## config.mk

```make
export PLATFORM = sky130hd
export DESIGN_NAME = riscv_rf_dbg_seq_flat
export DESIGN_NICKNAME = d
export VERILOG_FILES = /design/src/rtl/riscv_rf_dbg_seq_if.sv /design/src/rtl/riscv_rf_dbg_seq.sv /design/src/flat_wrapper.sv
export SDC_FILE = /design/constraint.sdc
export NUM_CORES = 1
export LEC_CHECK = 0
export CAP_MARGIN = 20
export CORE_MARGIN = 2
export CORE_UTILIZATION = 33
export DETAILED_ROUTE_END_ITERATION = 7
export HOLD_SLACK_MARGIN = 0.1
export PLACE_DENSITY = 0.66
export SYNTH_ARGS = -nofsm -noshare
export SYNTH_HDL_FRONTEND = slang
export SYNTH_SLANG_ARGS = --single-unit
```

## constraint.sdc

```tcl
create_clock -name clk -period 2.2 [get_ports clk]
set_input_delay 0.44 -clock clk [delete_from_list [all_inputs] [get_ports clk]]
set_output_delay 0.44 -clock clk [all_outputs]
set_load 0.005 [all_outputs]
```

## src/rtl/riscv_rf_dbg_seq_if.sv

```systemverilog
`default_nettype none
// ============================================================================
// Module      : riscv_rf_dbg_seq_if
// Description : Debug-request, pipeline-handshake and RF debug-port bundle
//               between the debug unit, the RF sequencer and riscv_rf.
// Revision    : 1.0 - initial release
// ============================================================================
interface riscv_rf_dbg_seq_if #(
    parameter int XLEN = 32
);
    logic            req_i;
    logic            req_we_i;
    logic [11:0]     req_addr_i;
    logic [XLEN-1:0] req_wdata_i;
    logic            ack_o;
    logic            err_o;
    logic [XLEN-1:0] rdata_o;
    logic            busy_o;
    logic            stall_req_o;
    logic            du_stall_i;
    logic            pipe_we_i;
    logic            du_we_rf_o;
    logic [XLEN-1:0] du_dato_o;
    logic [11:0]     du_addr_o;
    logic [XLEN-1:0] du_dati_rf_i;

    // The sequencer side
    modport slave (
        input  req_i, req_we_i, req_addr_i, req_wdata_i,
        input  du_stall_i, pipe_we_i, du_dati_rf_i,
        output ack_o, err_o, rdata_o, busy_o, stall_req_o,
        output du_we_rf_o, du_dato_o, du_addr_o
    );

    // Debug unit / pipeline / RF side
    modport master (
        output req_i, req_we_i, req_addr_i, req_wdata_i,
        output du_stall_i, pipe_we_i, du_dati_rf_i,
        input  ack_o, err_o, rdata_o, busy_o, stall_req_o,
        input  du_we_rf_o, du_dato_o, du_addr_o
    );
endinterface
`default_nettype wire

```

## src/rtl/riscv_rf_dbg_seq.sv

```systemverilog
`default_nettype none
// ============================================================================
// Module      : riscv_rf_dbg_seq
// Description : Sequences a single debug read/write of the integer RF:
//               stall the pipeline, drain writeback, then use the RF debug port.
// Revision    : 1.0 - initial release
// ============================================================================
module riscv_rf_dbg_seq #(
    parameter int XLEN    = 32,
    parameter int AR_BITS = 5,
    parameter int TIMEOUT = 255
) (
    input  wire logic         clk,
    input  wire logic         rstn,
    riscv_rf_dbg_seq_if.slave bus
);

    localparam logic [1:0] c_IDLE     = 2'd0;
    localparam logic [1:0] c_WAIT     = 2'd1;
    localparam logic [1:0] c_ACCESS   = 2'd2;
    localparam logic [1:0] c_DONE     = 2'd3;
    localparam logic [7:0] c_TMO_LAST = 8'(TIMEOUT - 1);

    logic [1:0]      r_state;
    logic [1:0]      w_state_nxt;
    logic [7:0]      r_cnt;
    logic            r_we;
    logic [11:0]     r_addr;
    logic [XLEN-1:0] r_wdata;
    logic            r_ack;
    logic            r_err;
    logic            r_busy;
    logic            r_stall;
    logic            r_we_rf;
    logic [XLEN-1:0] r_rdata;
    logic            w_addr_ok;
    logic            w_idx_zero;
    logic            w_go;
    logic            w_tmo;
    logic            w_err_nxt;

    generate
        if (AR_BITS < 12) begin : g_addr_chk
            assign w_addr_ok = (bus.req_addr_i[11:AR_BITS] == '0);
        end else begin : g_addr_all
            assign w_addr_ok = 1'b1;
        end
    endgenerate

    assign w_idx_zero = (r_addr[AR_BITS-1:0] == '0);
    assign w_go       = bus.du_stall_i & ~bus.pipe_we_i;
    assign w_tmo      = (r_cnt == c_TMO_LAST);

    // Drain condition is checked before the timeout so a last-cycle drain still commits
    always_comb begin
        w_state_nxt = r_state;
        w_err_nxt   = 1'b0;
        case (r_state)
            c_IDLE: begin
                if (bus.req_i) begin
                    if (w_addr_ok) begin
                        w_state_nxt = c_WAIT;
                    end else begin
                        w_state_nxt = c_DONE;
                        w_err_nxt   = 1'b1;
                    end
                end
            end
            c_WAIT: begin
                if (w_go) begin
                    w_state_nxt = c_ACCESS;
                end else if (w_tmo) begin
                    w_state_nxt = c_DONE;
                    w_err_nxt   = 1'b1;
                end
            end
            c_ACCESS: w_state_nxt = c_DONE;
            default:  w_state_nxt = c_IDLE;
        endcase
    end

    always_ff @(posedge clk) begin
        if (!rstn) begin
            r_state <= c_IDLE;
            r_cnt   <= '0;
            r_we    <= 1'b0;
            r_addr  <= '0;
            r_wdata <= '0;
            r_ack   <= 1'b0;
            r_err   <= 1'b0;
            r_busy  <= 1'b0;
            r_stall <= 1'b0;
            r_we_rf <= 1'b0;
            r_rdata <= '0;
        end else begin
            r_state <= w_state_nxt;
            r_busy  <= (w_state_nxt != c_IDLE);
            r_ack   <= (w_state_nxt == c_DONE);
            r_err   <= w_err_nxt;
            // An invalid address goes IDLE->DONE and must never touch the pipeline
            r_stall <= (w_state_nxt == c_WAIT) || (w_state_nxt == c_ACCESS) ||
                       ((w_state_nxt == c_DONE) && (r_state != c_IDLE));
            // Only reachable from WAIT, i.e. after pipe_we_i was seen low
            r_we_rf <= (w_state_nxt == c_ACCESS) && r_we && !w_idx_zero;

            if ((r_state == c_WAIT) && (w_state_nxt == c_WAIT)) begin
                r_cnt <= r_cnt + 8'd1;
            end else begin
                r_cnt <= '0;
            end

            if ((r_state == c_IDLE) && bus.req_i) begin
                r_we    <= bus.req_we_i;
                r_addr  <= bus.req_addr_i;
                r_wdata <= bus.req_wdata_i;
            end

            if ((r_state == c_ACCESS) && !r_we) begin
                r_rdata <= w_idx_zero ? '0 : bus.du_dati_rf_i;
            end
        end
    end

    assign bus.ack_o       = r_ack;
    assign bus.err_o       = r_err;
    assign bus.rdata_o     = r_rdata;
    assign bus.busy_o      = r_busy;
    assign bus.stall_req_o = r_stall;
    assign bus.du_we_rf_o  = r_we_rf;
    assign bus.du_dato_o   = r_wdata;
    assign bus.du_addr_o   = r_addr;

endmodule
`default_nettype wire

```

## src/flat_wrapper.sv

```systemverilog
// flat-port wrapper written by rule: the top's interface ports become plain ports
module riscv_rf_dbg_seq_flat 
#(
    parameter int XLEN    = 32,
    parameter int AR_BITS = 5,
    parameter int TIMEOUT = 255
)
  (clk, rstn, bus_req_i, bus_req_we_i, bus_req_addr_i, bus_req_wdata_i, bus_du_stall_i, bus_pipe_we_i, bus_du_dati_rf_i, bus_ack_o, bus_err_o, bus_rdata_o, bus_busy_o, bus_stall_req_o, bus_du_we_rf_o, bus_du_dato_o, bus_du_addr_o);
  riscv_rf_dbg_seq_if #(.XLEN(XLEN)) bus_i ();
  input  wire logic clk;
  input  wire logic rstn;
  input wire logic [$bits(bus_i.req_i)-1:0] bus_req_i;
  input wire logic [$bits(bus_i.req_we_i)-1:0] bus_req_we_i;
  input wire logic [$bits(bus_i.req_addr_i)-1:0] bus_req_addr_i;
  input wire logic [$bits(bus_i.req_wdata_i)-1:0] bus_req_wdata_i;
  input wire logic [$bits(bus_i.du_stall_i)-1:0] bus_du_stall_i;
  input wire logic [$bits(bus_i.pipe_we_i)-1:0] bus_pipe_we_i;
  input wire logic [$bits(bus_i.du_dati_rf_i)-1:0] bus_du_dati_rf_i;
  output wire logic [$bits(bus_i.ack_o)-1:0] bus_ack_o;
  output wire logic [$bits(bus_i.err_o)-1:0] bus_err_o;
  output wire logic [$bits(bus_i.rdata_o)-1:0] bus_rdata_o;
  output wire logic [$bits(bus_i.busy_o)-1:0] bus_busy_o;
  output wire logic [$bits(bus_i.stall_req_o)-1:0] bus_stall_req_o;
  output wire logic [$bits(bus_i.du_we_rf_o)-1:0] bus_du_we_rf_o;
  output wire logic [$bits(bus_i.du_dato_o)-1:0] bus_du_dato_o;
  output wire logic [$bits(bus_i.du_addr_o)-1:0] bus_du_addr_o;
  assign bus_i.req_i = bus_req_i;
  assign bus_i.req_we_i = bus_req_we_i;
  assign bus_i.req_addr_i = bus_req_addr_i;
  assign bus_i.req_wdata_i = bus_req_wdata_i;
  assign bus_i.du_stall_i = bus_du_stall_i;
  assign bus_i.pipe_we_i = bus_pipe_we_i;
  assign bus_i.du_dati_rf_i = bus_du_dati_rf_i;
  assign bus_ack_o = bus_i.ack_o;
  assign bus_err_o = bus_i.err_o;
  assign bus_rdata_o = bus_i.rdata_o;
  assign bus_busy_o = bus_i.busy_o;
  assign bus_stall_req_o = bus_i.stall_req_o;
  assign bus_du_we_rf_o = bus_i.du_we_rf_o;
  assign bus_du_dato_o = bus_i.du_dato_o;
  assign bus_du_addr_o = bus_i.du_addr_o;
  riscv_rf_dbg_seq #(.XLEN(XLEN), .AR_BITS(AR_BITS), .TIMEOUT(TIMEOUT)) u_core (.clk(clk), .rstn(rstn), .bus(bus_i));
endmodule
```

==> impl_metrics.json <==
{
  "status": "complete, no violations",
  "rsz0062_at_grt": "false",
  "final_cells": 716,
  "hold_viol": 0,
  "routed_wl_um": 10300,
  "path_max_fanout": 8,
  "placedCellCount": 700,
  "synth_cell_type_count": 38,
  "via_per_inst": 4.77,
  "grt_max_degree": 46,
  "die_y_um": 110,
  "syn_nets": 509,
  "diodes": 0,
  "drc": 0,
  "die_w_um": 110,
  "clk_pin_slew_worst_paths_ps": 80,
  "initial_core_util_pct": 33.9,
  "multi_input_area_sq_um": 1660,
  "yosysSeqAreaShare_pct": 49.8,
  "cts_resized": 0,
  "drtPass1Iterations": 4,
  "track_usage_pct": 17.0,
  "power_density_nw_per_um2": 650,
  "place_congestion": 0.722,
  "end_kind": "flop",
  "core_sq_um": 10900,
  "syn_to_final_growth_pct": 52.5,
  "die_area_sq_um": 12100,
  "p_seq_share_pct": 49.8,
  "power_frac_comb_pct": 22.7,
  "synth-main-ff-cell": "dfxtp_1",
  "cap_violations": 0,
  "tns_ps": 0,
  "io_pins": 163,
  "synth_edf_count": 0,
  "io_buffer_count": 162,
  "finClkSkew_ps": 6.55,
  "cts_root_buf": "clkbuf_8",
  "max-vdd-ir-drop_v": 0.000345,
  "muxShareOfSynthArea_pct": 0,
  "num_rows": 38,
  "cpMostUsedCell": "buf_4",
  "cp.arrival_ps": 2320,
  "cpMaxStageDelayCell": "or4_1",
  "p_leak_uw": 0.00199,
  "cts_buffers": 9,
  "drt-wirelength-per-cell_um": 14.4,
  "fillCellCount": 1062,
  "drtAntennaViolNets": 0,
  "p_sw_share_pct": 28.1,
  "fmax_mhz": 495,
  "cpPeakStageDelay_ps": 550,
  "antenna_found_initial": 0,
  "via_count": 3412,
  "hp-class": "reg2reg",
  "crit_path_start_kind": "input port",
  "synth-simple-area-share_pct": 17.5,
  "holdBufCountCts": 0,
  "clock_tree.buffer_depth": 2,
  "synth_warnings": 0,
  "clkPwrFrac_pct": 27.5,
  "ys_ff_latch": 92,
  "crit_type": "in2reg",
  "synth.avg_cell_area_sq_um": 8.78,
  "synth_compound_area_share_pct": 24.1,
  "p_int_uw": 2630,
  "cts_tree": "done",
  "final-seq-area_sq_um": 1840,
  "finalCritPeriodShare_pct": 91.8,
  "fin_crit_ps": 2020,
  "setup_viol": 0,
  "synth-adder-area-share_pct": 2.03,
  "fin_nets": 659,
  "slew_viol_final": 0,
  "tightest_slew_ps": 725,
  "insertion_delay_ps": 360,
  "syn_area_sq_um": 3690,
  "cts.sinks": 92,
  "drt_iter0_markers": 189,
  "grt_pass1_vias": 3207,
  "post_cts_buffers": 0,
  "synthCells": 421,
  "gr-total-overflow": 0,
  "htree_levels": 3,
  "switchingPower_uw": 1030,
  "slew_headroom_pct": 51.7,
  "postSynth.asyncResetShare_pct": 0,
  "synthXorXnorAreaFrac_pct": 0.711,
  "drive_above_1_share_pct": 11.1,
  "dp_hpwl_um": 6930,
  "synth_top_family_by_area": "compound AO/OA/AOI/OAI gates",
  "crit_chain": "clkdlybuf4s50_1 -> or4_1 -> o21ai_2 -> buf_4 -> a211o_1 -> ha_1 -> nand4b_1 -> buf_4 -> a21oi_1",
  "grt_pass1_wl_um": 15900,
  "critPathRequiredTime_ps": 2500
}
## cells in the final DEF (no fill, tap or decap), types with 3 or more instances in the layout
| master | synthesis | routed |
|---|---|---|
| clkinv_2 | 0 | 4 |
| buf_12 | 0 | 4 |
| clkdlybuf4s50_1 | 0 | 162 |
| o211ai_2 | 29 | 29 |
| nand3_1 | 4 | 4 |
| o21ai_0 | 4 | 3 |
| inv_1 | 5 | 5 |
| ha_1 | 6 | 6 |
| dfxtp_1 | 92 | 91 |
| clkbuf_8 | 0 | 10 |
| o211ai_1 | 3 | 3 |
| nor2_1 | 7 | 7 |
| nand2_1 | 123 | 123 |
| buf_4 | 3 | 8 |
| a21oi_1 | 81 | 81 |
| and2_1 | 3 | 3 |
## logic make-up (layout without fill, tap and decap cells)
| family | after synthesis | in the layout |
|---|---|---|
| AO/OA/AOI/OAI | 127 | 127 |
| XOR/XNOR | 3 | 3 |
| adder cells (fa/ha/maj) | 6 | 6 |
| buffers and inverters | 41 | 196 |
| flip-flops | 92 | 92 |
| AND/OR/NAND/NOR | 152 | 152 |
## critical path, delay by kind of cell
family / cells / cell delay (ps)
simple gates: 2 / 640
fa+ha+maj: 1 / 140
buf+inv: 3 / 730
compound gates: 3 / 370
## worst paths after layout
| kind | from | endpoint | slack (ps) | cells after the start |
|---|---|---|---|---|
| worst min register to register | u_core.bus.rdata_o[25] | u_core.bus.rdata_o[25] | 450 | 2 |
| worst max register to register | u_core.r_cnt[0] | u_core.r_cnt[5] | 320 | 9 |
| worst max-delay path | bus_req_addr_i[8] | u_core.r_cnt[5] | 180 | 9 |
| worst min-delay path | u_core.bus.rdata_o[25] | u_core.bus.rdata_o[25] | 450 | 2 |
## registers in the layout (all words and copies together) (netlist names)
name,count
u_core.bus.ack_o,1
u_core.bus.busy_o,1
u_core.bus.du_addr_o,12
u_core.bus.du_dato_o,32
u_core.bus.du_we_rf_o,1
u_core.bus.err_o,1
u_core.bus.rdata_o,32
u_core.bus.stall_req_o,1
u_core.r_cnt,8
u_core.r_state,2
u_core.r_we,1
## power by group through the flow
stage,logic (uW),registers [uW],clock network [uW]
4_1_cts,846,1820,1060
3_5_place_dp,840,1860,0
6_report,833,1820,1010
3_3_place_gp,833,1860,0
2_1_floorplan,401,1860,0
5_1_grt,918,1840,1130
## synthesized netlist by cell type (4+ instances only)
library cell | number | area share [%]
a21oi_1 | 81 | 11
buf_2 | 13 | 1.8
buf_6 | 4 | 1.2
clkbuf_1 | 13 | 1.3
dfxtp_1 | 92 | 50
ha_1 | 6 | 2.0
inv_1 | 5 | 0.51
nand2_1 | 123 | 12
nand3_1 | 4 | 0.54
nor2_1 | 7 | 0.71
o211ai_2 | 29 | 9.8
o21ai_0 | 4 | 0.54
## layer usage
layer	up-vias	wire (um)	GRT usage, %
met3	16	753	5.33
met1	1566	4570	21.3
met4	0	168	6.87
met2	100	4790	26.9
li1	1730	-	-
met5	-	0	0
## metrics by stage
stage | cell area [sq um] | setup WS, ps | util (%) | hold WS, ps | total power, uW
finish | 5630 | 181 | 51.7 | 455 | 3660
global route | 5630 | 2.48 | 51.7 | 476 | 3880
CTS | 5620 | 147 | 51.7 | 457 | 3730
detailed placement | 5460 | -256 | 50.1 | 446 | 2700
global placement | 5460 | -221 | 50.1 | 441 | 2690
floorplan | 3690 | 216 | - | 441 | 2260
## cell type report
| type | instances | area share (%) |
|---|---|---|
| clock buffer | 11 | 2.51 |
| clock inverter | 5 | 0.489 |
| inverter | 6 | 0.400 |
| multi-input combinational | 288 | 29.5 |
| sequential | 92 | 32.7 |
| tap | 140 | 3.11 |
| timing repair buffer | 174 | 31.3 |
Note: power is estimated with default switching activity, not from simulation.
